==> src/rtl/vram_arbiter_pkg.sv <==
// Shared video package for the VRAM arbiter.
// Holds the default RAM geometry (14-bit address, 12-bit data), the CPU-side
// FSM state encoding and the per-cycle RAM grant encoding.
package vram_arbiter_pkg;

  localparam int ADDR_W = 14;
  localparam int DATA_W = 12;

  typedef enum logic [1:0] {
    IDLE    = 2'd0,
    RD_DATA = 2'd1,
    ACK     = 2'd2
  } cpu_state_e;

  // Owner of the single RAM port in the current cycle.
  typedef enum logic [1:0] {
    GNT_NONE   = 2'd0,
    GNT_VID    = 2'd1,
    GNT_DRAIN  = 2'd2,
    GNT_CPU_RD = 2'd3
  } grant_e;

endpackage

==> src/rtl/vram_arbiter_if.sv <==
// Bus bundle around the VRAM arbiter.
//   video side : vid_req, vid_addr -> vid_data, vid_valid
//   cpu side   : cpu_req, cpu_we, cpu_addr, cpu_wdata -> cpu_ack, cpu_rdata, wbuf_full
//   ram side   : mem_addr, mem_we, mem_wdata -> mem_rdata
// Modport slave is the arbiter; modport master is everything around it
// (video generator, CPU and RAM macro together).
interface vram_arbiter_if #(
  parameter int ADDR_W = vram_arbiter_pkg::ADDR_W,
  parameter int DATA_W = vram_arbiter_pkg::DATA_W
);
  logic              vid_req;
  logic [ADDR_W-1:0] vid_addr;
  logic [DATA_W-1:0] vid_data;
  logic              vid_valid;

  logic              cpu_req;
  logic              cpu_we;
  logic [ADDR_W-1:0] cpu_addr;
  logic [DATA_W-1:0] cpu_wdata;
  logic              cpu_ack;
  logic [DATA_W-1:0] cpu_rdata;
  logic              wbuf_full;

  logic [ADDR_W-1:0] mem_addr;
  logic              mem_we;
  logic [DATA_W-1:0] mem_wdata;
  logic [DATA_W-1:0] mem_rdata;

  modport slave (
    input  vid_req, vid_addr, cpu_req, cpu_we, cpu_addr, cpu_wdata, mem_rdata,
    output vid_data, vid_valid, cpu_ack, cpu_rdata, wbuf_full,
           mem_addr, mem_we, mem_wdata
  );

  modport master (
    output vid_req, vid_addr, cpu_req, cpu_we, cpu_addr, cpu_wdata, mem_rdata,
    input  vid_data, vid_valid, cpu_ack, cpu_rdata, wbuf_full,
           mem_addr, mem_we, mem_wdata
  );
endinterface

==> src/rtl/vram_arbiter.sv <==
// VRAM arbiter: shares one single-port synchronous video RAM between the
// scanout video generator and the CPU bus.
//   clk : system/pixel clock
//   rst : asynchronous, active-low reset
//   bus : vram_arbiter_if.slave (video read port, CPU req/ack port with a
//         one-entry posted write buffer, RAM macro port)
// Video always wins the RAM and sees a fixed 1-cycle read latency. The CPU
// uses leftover cycles: writes are posted into the buffer and acked at once,
// reads issue only when the buffer is empty, so no forwarding is needed.
module vram_arbiter
  import vram_arbiter_pkg::*;
(
  input  logic           clk,
  input  logic           rst,
  vram_arbiter_if.slave  bus
);

  cpu_state_e        state;
  grant_e            gnt;

  logic              wb_vld;
  logic [ADDR_W-1:0] wb_addr;
  logic [DATA_W-1:0] wb_data;

  logic              vid_valid_q;
  logic              cpu_ack_q;
  logic [DATA_W-1:0] cpu_rdata_q;

  logic [ADDR_W-1:0] mem_addr_c;
  logic              mem_we_c;

  // Grant priority: video, then drain, then CPU read. Held off during reset
  // so the RAM port idles at address 0.
  always_comb begin
    gnt = GNT_NONE;
    if (!rst)                                          gnt = GNT_NONE;
    else if (bus.vid_req)                              gnt = GNT_VID;
    else if (wb_vld)                                   gnt = GNT_DRAIN;
    else if (state == IDLE && bus.cpu_req && !bus.cpu_we) gnt = GNT_CPU_RD;
  end

  always_comb begin
    mem_addr_c = '0;
    mem_we_c   = 1'b0;
    case (gnt)
      GNT_VID:    mem_addr_c = bus.vid_addr;
      GNT_DRAIN:  begin mem_addr_c = wb_addr; mem_we_c = 1'b1; end
      GNT_CPU_RD: mem_addr_c = bus.cpu_addr;
      default:    mem_addr_c = '0;
    endcase
  end

  always_ff @(posedge clk or negedge rst) begin
    if (!rst) begin
      state       <= IDLE;
      wb_vld      <= 1'b0;
      wb_addr     <= '0;
      wb_data     <= '0;
      vid_valid_q <= 1'b0;
      cpu_ack_q   <= 1'b0;
      cpu_rdata_q <= '0;
    end else begin
      vid_valid_q <= bus.vid_req;
      cpu_ack_q   <= 1'b0;

      // Drain needs a full buffer and fill needs an empty one, so the two
      // never collide in the same cycle.
      if (gnt == GNT_DRAIN) wb_vld <= 1'b0;

      case (state)
        IDLE: begin
          if (bus.cpu_req) begin
            if (bus.cpu_we) begin
              // A write meeting a full buffer simply waits, unlatched.
              if (!wb_vld) begin
                wb_vld    <= 1'b1;
                wb_addr   <= bus.cpu_addr;
                wb_data   <= bus.cpu_wdata;
                cpu_ack_q <= 1'b1;
                state     <= ACK;
              end
            end else if (gnt == GNT_CPU_RD) begin
              state <= RD_DATA;
            end
          end
        end
        RD_DATA: begin
          cpu_rdata_q <= bus.mem_rdata;
          cpu_ack_q   <= 1'b1;
          state       <= ACK;
        end
        ACK:     state <= IDLE;
        default: state <= IDLE;
      endcase
    end
  end

  assign bus.vid_data  = bus.mem_rdata;
  assign bus.vid_valid = vid_valid_q;
  assign bus.cpu_ack   = cpu_ack_q;
  assign bus.cpu_rdata = cpu_rdata_q;
  assign bus.wbuf_full = wb_vld;
  assign bus.mem_addr  = mem_addr_c;
  assign bus.mem_we    = mem_we_c;
  assign bus.mem_wdata = wb_data;

endmodule

==> src/flat_wrapper.sv <==
// flat-port wrapper written by rule: the top's interface ports become plain ports
module vram_arbiter_flat import vram_arbiter_pkg::*;
  (clk, rst, bus_vid_req, bus_vid_addr, bus_cpu_req, bus_cpu_we, bus_cpu_addr, bus_cpu_wdata, bus_mem_rdata, bus_vid_data, bus_vid_valid, bus_cpu_ack, bus_cpu_rdata, bus_wbuf_full, bus_mem_addr, bus_mem_we, bus_mem_wdata);
  vram_arbiter_if bus_i ();
  input  logic clk;
  input  logic rst;
  input wire logic [$bits(bus_i.vid_req)-1:0] bus_vid_req;
  input wire logic [$bits(bus_i.vid_addr)-1:0] bus_vid_addr;
  input wire logic [$bits(bus_i.cpu_req)-1:0] bus_cpu_req;
  input wire logic [$bits(bus_i.cpu_we)-1:0] bus_cpu_we;
  input wire logic [$bits(bus_i.cpu_addr)-1:0] bus_cpu_addr;
  input wire logic [$bits(bus_i.cpu_wdata)-1:0] bus_cpu_wdata;
  input wire logic [$bits(bus_i.mem_rdata)-1:0] bus_mem_rdata;
  output wire logic [$bits(bus_i.vid_data)-1:0] bus_vid_data;
  output wire logic [$bits(bus_i.vid_valid)-1:0] bus_vid_valid;
  output wire logic [$bits(bus_i.cpu_ack)-1:0] bus_cpu_ack;
  output wire logic [$bits(bus_i.cpu_rdata)-1:0] bus_cpu_rdata;
  output wire logic [$bits(bus_i.wbuf_full)-1:0] bus_wbuf_full;
  output wire logic [$bits(bus_i.mem_addr)-1:0] bus_mem_addr;
  output wire logic [$bits(bus_i.mem_we)-1:0] bus_mem_we;
  output wire logic [$bits(bus_i.mem_wdata)-1:0] bus_mem_wdata;
  assign bus_i.vid_req = bus_vid_req;
  assign bus_i.vid_addr = bus_vid_addr;
  assign bus_i.cpu_req = bus_cpu_req;
  assign bus_i.cpu_we = bus_cpu_we;
  assign bus_i.cpu_addr = bus_cpu_addr;
  assign bus_i.cpu_wdata = bus_cpu_wdata;
  assign bus_i.mem_rdata = bus_mem_rdata;
  assign bus_vid_data = bus_i.vid_data;
  assign bus_vid_valid = bus_i.vid_valid;
  assign bus_cpu_ack = bus_i.cpu_ack;
  assign bus_cpu_rdata = bus_i.cpu_rdata;
  assign bus_wbuf_full = bus_i.wbuf_full;
  assign bus_mem_addr = bus_i.mem_addr;
  assign bus_mem_we = bus_i.mem_we;
  assign bus_mem_wdata = bus_i.mem_wdata;
  vram_arbiter u_core (.clk(clk), .rst(rst), .bus(bus_i));
endmodule
==> config.mk <==
export PLATFORM = sky130hd
export DESIGN_NAME = vram_arbiter_flat
export DESIGN_NICKNAME = d
export VERILOG_FILES = /design/src/rtl/vram_arbiter_pkg.sv /design/src/rtl/vram_arbiter_if.sv /design/src/rtl/vram_arbiter.sv /design/src/flat_wrapper.sv
export SDC_FILE = /design/constraint.sdc
export NUM_CORES = 1
export LEC_CHECK = 0
export CAP_MARGIN = 20
export CORE_MARGIN = 2
export CORE_UTILIZATION = 44
export DETAILED_ROUTE_END_ITERATION = 6
export GPL_TIMING_DRIVEN = 1
export PLACE_DENSITY = 0.87
export SLEW_MARGIN = 20
export SYNTH_ARGS = -nofsm -noshare
export SYNTH_HDL_FRONTEND = slang
export SYNTH_SLANG_ARGS = --single-unit
==> constraint.sdc <==
create_clock -name clk -period 2.55 [get_ports clk]
set_clock_uncertainty 0.1 [all_clocks]
set_input_delay 0.255 -clock clk [delete_from_list [all_inputs] [get_ports clk]]
set_output_delay 0.255 -clock clk [all_outputs]
set_load 0.01 [all_outputs]
# After elaboration in Yosys (flattened, before gate mapping)

Cells that the tools add are included.

Reductions and logical operators: 6
Eq/ne operators: 7
Bitwise logic cells: 1
Mux-type cells: 20

Operators by type and width:

| operator           | number |
|---|---|
| $pmux 14 s3        | 1 |
| $mux 2             | 8 |
| $mux 1             | 9 |
| $ne 3x3->1 const B | 2 |
| $eq 2x1->1 const B | 2 |
| $eq 2x2->1 const B | 2 |
| $pmux 2 s2         | 1 |
| $reduce_and 4->1   | 1 |
| $reduce_and 3->1   | 1 |
| $logic_and 1x1->1  | 2 |
| $logic_not 2->1    | 1 |
| $ne 2x2->1 const B | 1 |
| $pmux 1 s2         | 1 |
| $logic_not 1->1    | 1 |
| $not 1->1          | 1 |

Register bits after elaboration: 43
Output and inout port bits: 54
Logic and storage cells: 41

# Depth between registers and ports, before layout

Depth in word-level cells: 13
Gate-level depth with buffers: 5
Gate-level depth less buffers: 3

# Least setup slack after synthesis

No wires, ideal clock.

Kind: reg-to-output
From: reg u_core.wb_vld, in the netlist u_core.bus.wbuf_full
To: out bus_mem_addr[13]
Setup slack: 707 ps
Data arrival time: 1488 ps
Cell stages (with the launch flop): 6
Cells stage by stage: dfrtp_1 buf_6 nor4b_4 clkbuf_2 nor4bb_1 o21a_1

Cells in the longest elaborated chain, start to end: 5
Elaborated cells on any way between the ends: 7

Ends and longest elaborated chain:

| item                                            | RTL line           | text |
|---|---|---|
| start: declaration                              | vram_arbiter.sv:21 | `logic wb_vld;` |
| start signal: assignment                        | vram_arbiter.sv:56 | `wb_vld <= 1'b0;` |
| start signal: assignment                        | vram_arbiter.sv:68 | `if (gnt == GNT_DRAIN) wb_vld <= 1'b0;` |
| start signal: assignment                        | vram_arbiter.sv:76 | `wb_vld <= 1'b1;` |
| $mux 2 (*)                                      | vram_arbiter.sv:38 | `else if (wb_vld) gnt = GNT_DRAIN;` |
| $mux 2 (*)                                      | vram_arbiter.sv:37 | `else if (bus.vid_req) gnt = GNT_VID;` |
| $mux 2 (*)                                      | vram_arbiter.sv:36 | `if (!rst) gnt = GNT_NONE;` |
| $eq 2x2->1 / $eq 2x1->1 (equally long branches) | vram_arbiter.sv:45 | `case (gnt)` |
| $pmux 14 s3 (*)                                 | vram_arbiter.sv:45 |  |
| end: declaration                                | flat_wrapper.sv:19 | `output wire logic [$bits(bus_i.mem_addr)-1:0] bus_mem_addr;` |

Every way passes the cells marked *; elsewhere a longest branch is shown, timed or not.

# Final worst setup path

From: reg u_core.state[0]
To: out bus_mem_addr[4]

Cells in the longest elaborated chain, start to end: 9
Elaborated cells on any way between the ends: 11

Ends and longest elaborated chain:

| item                                            | RTL line           | text |
|---|---|---|
| start: declaration                              | vram_arbiter.sv:18 | `cpu_state_e state;` |
| start signal: assignment                        | vram_arbiter.sv:55 | `state <= IDLE;` |
| start signal: assignment                        | vram_arbiter.sv:80 | `state <= ACK;` |
| start signal: assignment                        | vram_arbiter.sv:83 | `state <= RD_DATA;` |
| $logic_not 2->1 (*)                             | vram_arbiter.sv:39 | `else if (state == IDLE && bus.cpu_req && !bus.cpu_we) gnt = GNT_CPU_RD;` |
| $logic_and 1x1->1 (*) (2 in series)             | vram_arbiter.sv:39 |  |
| $mux 2 (*)                                      | vram_arbiter.sv:39 |  |
| $mux 2 (*)                                      | vram_arbiter.sv:38 |  |
| $mux 2 (*)                                      | vram_arbiter.sv:37 |  |
| $mux 2 (*)                                      | vram_arbiter.sv:36 |  |
| $eq 2x2->1 / $eq 2x1->1 (equally long branches) | vram_arbiter.sv:45 |  |
| $pmux 14 s3 (*)                                 | vram_arbiter.sv:45 |  |

Marks and branches as above.

==> metrics.cfg <==
[synthesis]
synth_nets=244
synth_area_leader_cell=dfrtp_1
avgSynthCellArea_um2=12.1
synth_seq_cells=43
synth_fa_ha_area_share_pct=0
async_flop_share_pct=100
synth.top_cells.by_area=dfrtp_1 48%, mux2_4 13%, mux2_2 9.5%
synth.most_common_cell=dfrtp_1
muxShareOfSynthArea_pct=22.1
yosys_warnings=0
synth_top_cells_by_count=43 x dfrtp_1, 30 x nand2_1, 19 x mux2_2, 19 x mux2_4
ys_seq_area_share_pct=47.6
synth_area_um2=2260
synth_xor_area_share_pct=0
syn_inst=187
synth_compound_gate_area_share_pct=8.03
synthSimpleGateAreaFrac_pct=15.0
yosys.cell_types.count=21
synth_top_area_share_pct=47.6
synth-edff-count=0
synth_top_family_by_area=multiplexers
synth_flop_cell=dfrtp_1

[run_status]
status=complete, no violations

[sta]
finalMaxSlewViolations=0
rsz0062_at_grt=no
min_period_ns=2.44
hold_viol=0
worst_pin_slew_ns=0.467
worst_slack_ns=0.112
setup_violations=0
hold_slack_ns=0.298
clock.fmax_mhz=410
fin_tns_setup_ns=0
slew_headroom_pct=68.9
fin_crit_sh_pct=95.6

[clocking]
path_clk_slew_ns=0.08
h-tree-depth=2
cts_buffers=5
numClockSinks=43
cts_tree=built
cts-root-buf=clkbuf_8
clockBufferDepth=2
worstSkewPairLatency_ns=0.29

[worst_setup_path]
ff2ff_path_depth=6
cp.required_ns=2.19
worstReg2RegStart=u_core.state[0]
cp-startpoint=u_core.state[0]
cp.arrival_ns=2.08
critical_path.endpoint=bus_mem_addr[4]
end_kind=output pin
crit_type=reg2out
startpoint_type=flop
reg2reg_to=u_core.bus.mem_wdata[8]
cp_max_fo=4
r2r_setup_slack_ns=0.50

[die]
io_pins=111
dieArea_um2=5730
die_h_um=75.7
die_x_um=75.7
core-area_um2=5040
start_util_pct=44.8
rows=26

[global_route]
grt_pass1_vias=1755
grt_overflow=0
antenna_found_initial=0
grt_pass1_wl_um=8400
grt_max_degree=45
grt_usage_pct=19.3

[detailed_routing]
num_vias=1834
routed_wl_um=5360
dr.pass1.iters=4
drc=0
routedWlPerCell_um=14.7
viasPerCell=5.04
drtIter0Drc=73
ant_nets=0

[hold_path]
hold_class=in2async

[finish]
layout-drive-gt1-share_pct=24.8
final_util_pct=71.4
antenna_cells=0
synthToLayoutAreaGrowth_pct=59.2
fin_nets=350

[power]
peakVddDrop_uv=384
cellPowerDensity_nw_per_um2=790
power_mw=2.84
leakage_nw=1.66

[placement]
place_congestion=0.737
place_ws_ns=-0.0998
portBuffers=110
dp_hpwl_um=3870

[run]
maxCapViolCount=0

what timing repair did:
| action | 4_1_cts | 5_1_grt |
|---|---|---|
| hold buffers | 1 | 0 |
| hold endpoints to repair | 8 | 0 |
| pin swaps | 2 | 1 |
| setup endpoints to repair | 12 | 5 |
| setup buffers | 1 | 2 |
| resized for setup | 11 | 9 |
sequential cells by signal (all words and copies together), names as in the netlist:
| register | count |
|---|---|
| u_core.wb_addr | 14 |
| u_core.bus.cpu_rdata | 12 |
| u_core.bus.mem_wdata | 12 |
| u_core.state | 2 |
| u_core.bus.cpu_ack | 1 |
| u_core.bus.vid_valid | 1 |
| u_core.bus.wbuf_full | 1 |
through the flow:
stage	cell area, µm²	std cells
detailed placement	3380	352
global placement	3380	352
finish	3600	364
floorplan	2260	187
global route	3600	364
CTS	3540	362
cell families after synthesis:
logic type,count (synthesis)
compound gates,29
buf+inv,25
flops,43
mux,38
simple gates,52
final cells by class:
class	count	area, µm²
fillers	391	1440
inverters	1	3.75
multi-input cells	119	1070
repair buffers	123	1220
well taps	70	87.6
flip-flops and latches	43	1080
clock buffers	5	68.8
clock inverters	3	67.6
power by group:
group	switching, mW	internal, mW	total, mW	leakage, nW
Combinational	0.391	0.751	1.14	1.08
Clock	0.232	0.390	0.623	0.0644
Sequential	0.139	0.939	1.08	0.517
Total	0.763	2.08	2.84	1.66
cells in the final DEF, fill, tap and decap left out:
master,Yosys,final
dlygate4sd3_1,0,1
o21a_1,14,14
clkinvlp_4,0,1
clkdlybuf4s50_1,0,96
mux2_2,19,19
dfrtp_1,43,43
nand2_4,1,1
nand2b_1,1,1
inv_1,1,1
mux2_4,19,19
o21ai_0,14,14
dlymetal6s2s_1,0,5
buf_4,12,10
nor2b_1,1,1
nor2_1,3,3
bufinv_16,0,2
dlygate4sd2_1,0,8
nor4bb_2,0,1
a31oi_1,1,1
nor4b_4,1,1
nor4bb_1,6,2
nand2_1,30,30
and4bb_2,8,8
buf_12,0,2
nor3b_1,1,1
clkbuf_8,0,5
nor4bb_4,0,3
buf_2,1,1
layer usage:
layer / GRT usage, % / vias to the layer above / part of all wire, %
met1: 23.9 / 892 / 42
met4: 4.29 / 0 / 1.1
met2: 32.9 / 74 / 48
met3: 6.22 / 7 / 8.3
li1: - / 861 / -
met5: 0 / - / 0
worst min path at each step:
stage	startpoint	end	slack [ns]	cells past startpoint
floorplan	rst	u_core.bus.cpu_ack	-0.14	0
global placement	rst	u_core.bus.cpu_rdata[1]	0.06	1
detailed placement	rst	u_core.bus.vid_valid	0.07	1
CTS	rst	u_core.state[1]	0.29	2
global route	rst	u_core.bus.cpu_ack	0.32	2
finish	rst	u_core.state[1]	0.30	2
worst max-delay path, stage by stage (launching register included):
cell	delay, ns
dfrtp_1	0.42
nor4b_4	0.34
buf_4	0.19
buf_4	0.11
nor4bb_4	0.31
o21a_1	0.16
dlygate4sd2_1	0.26
(Power assumes the default switching activity.)
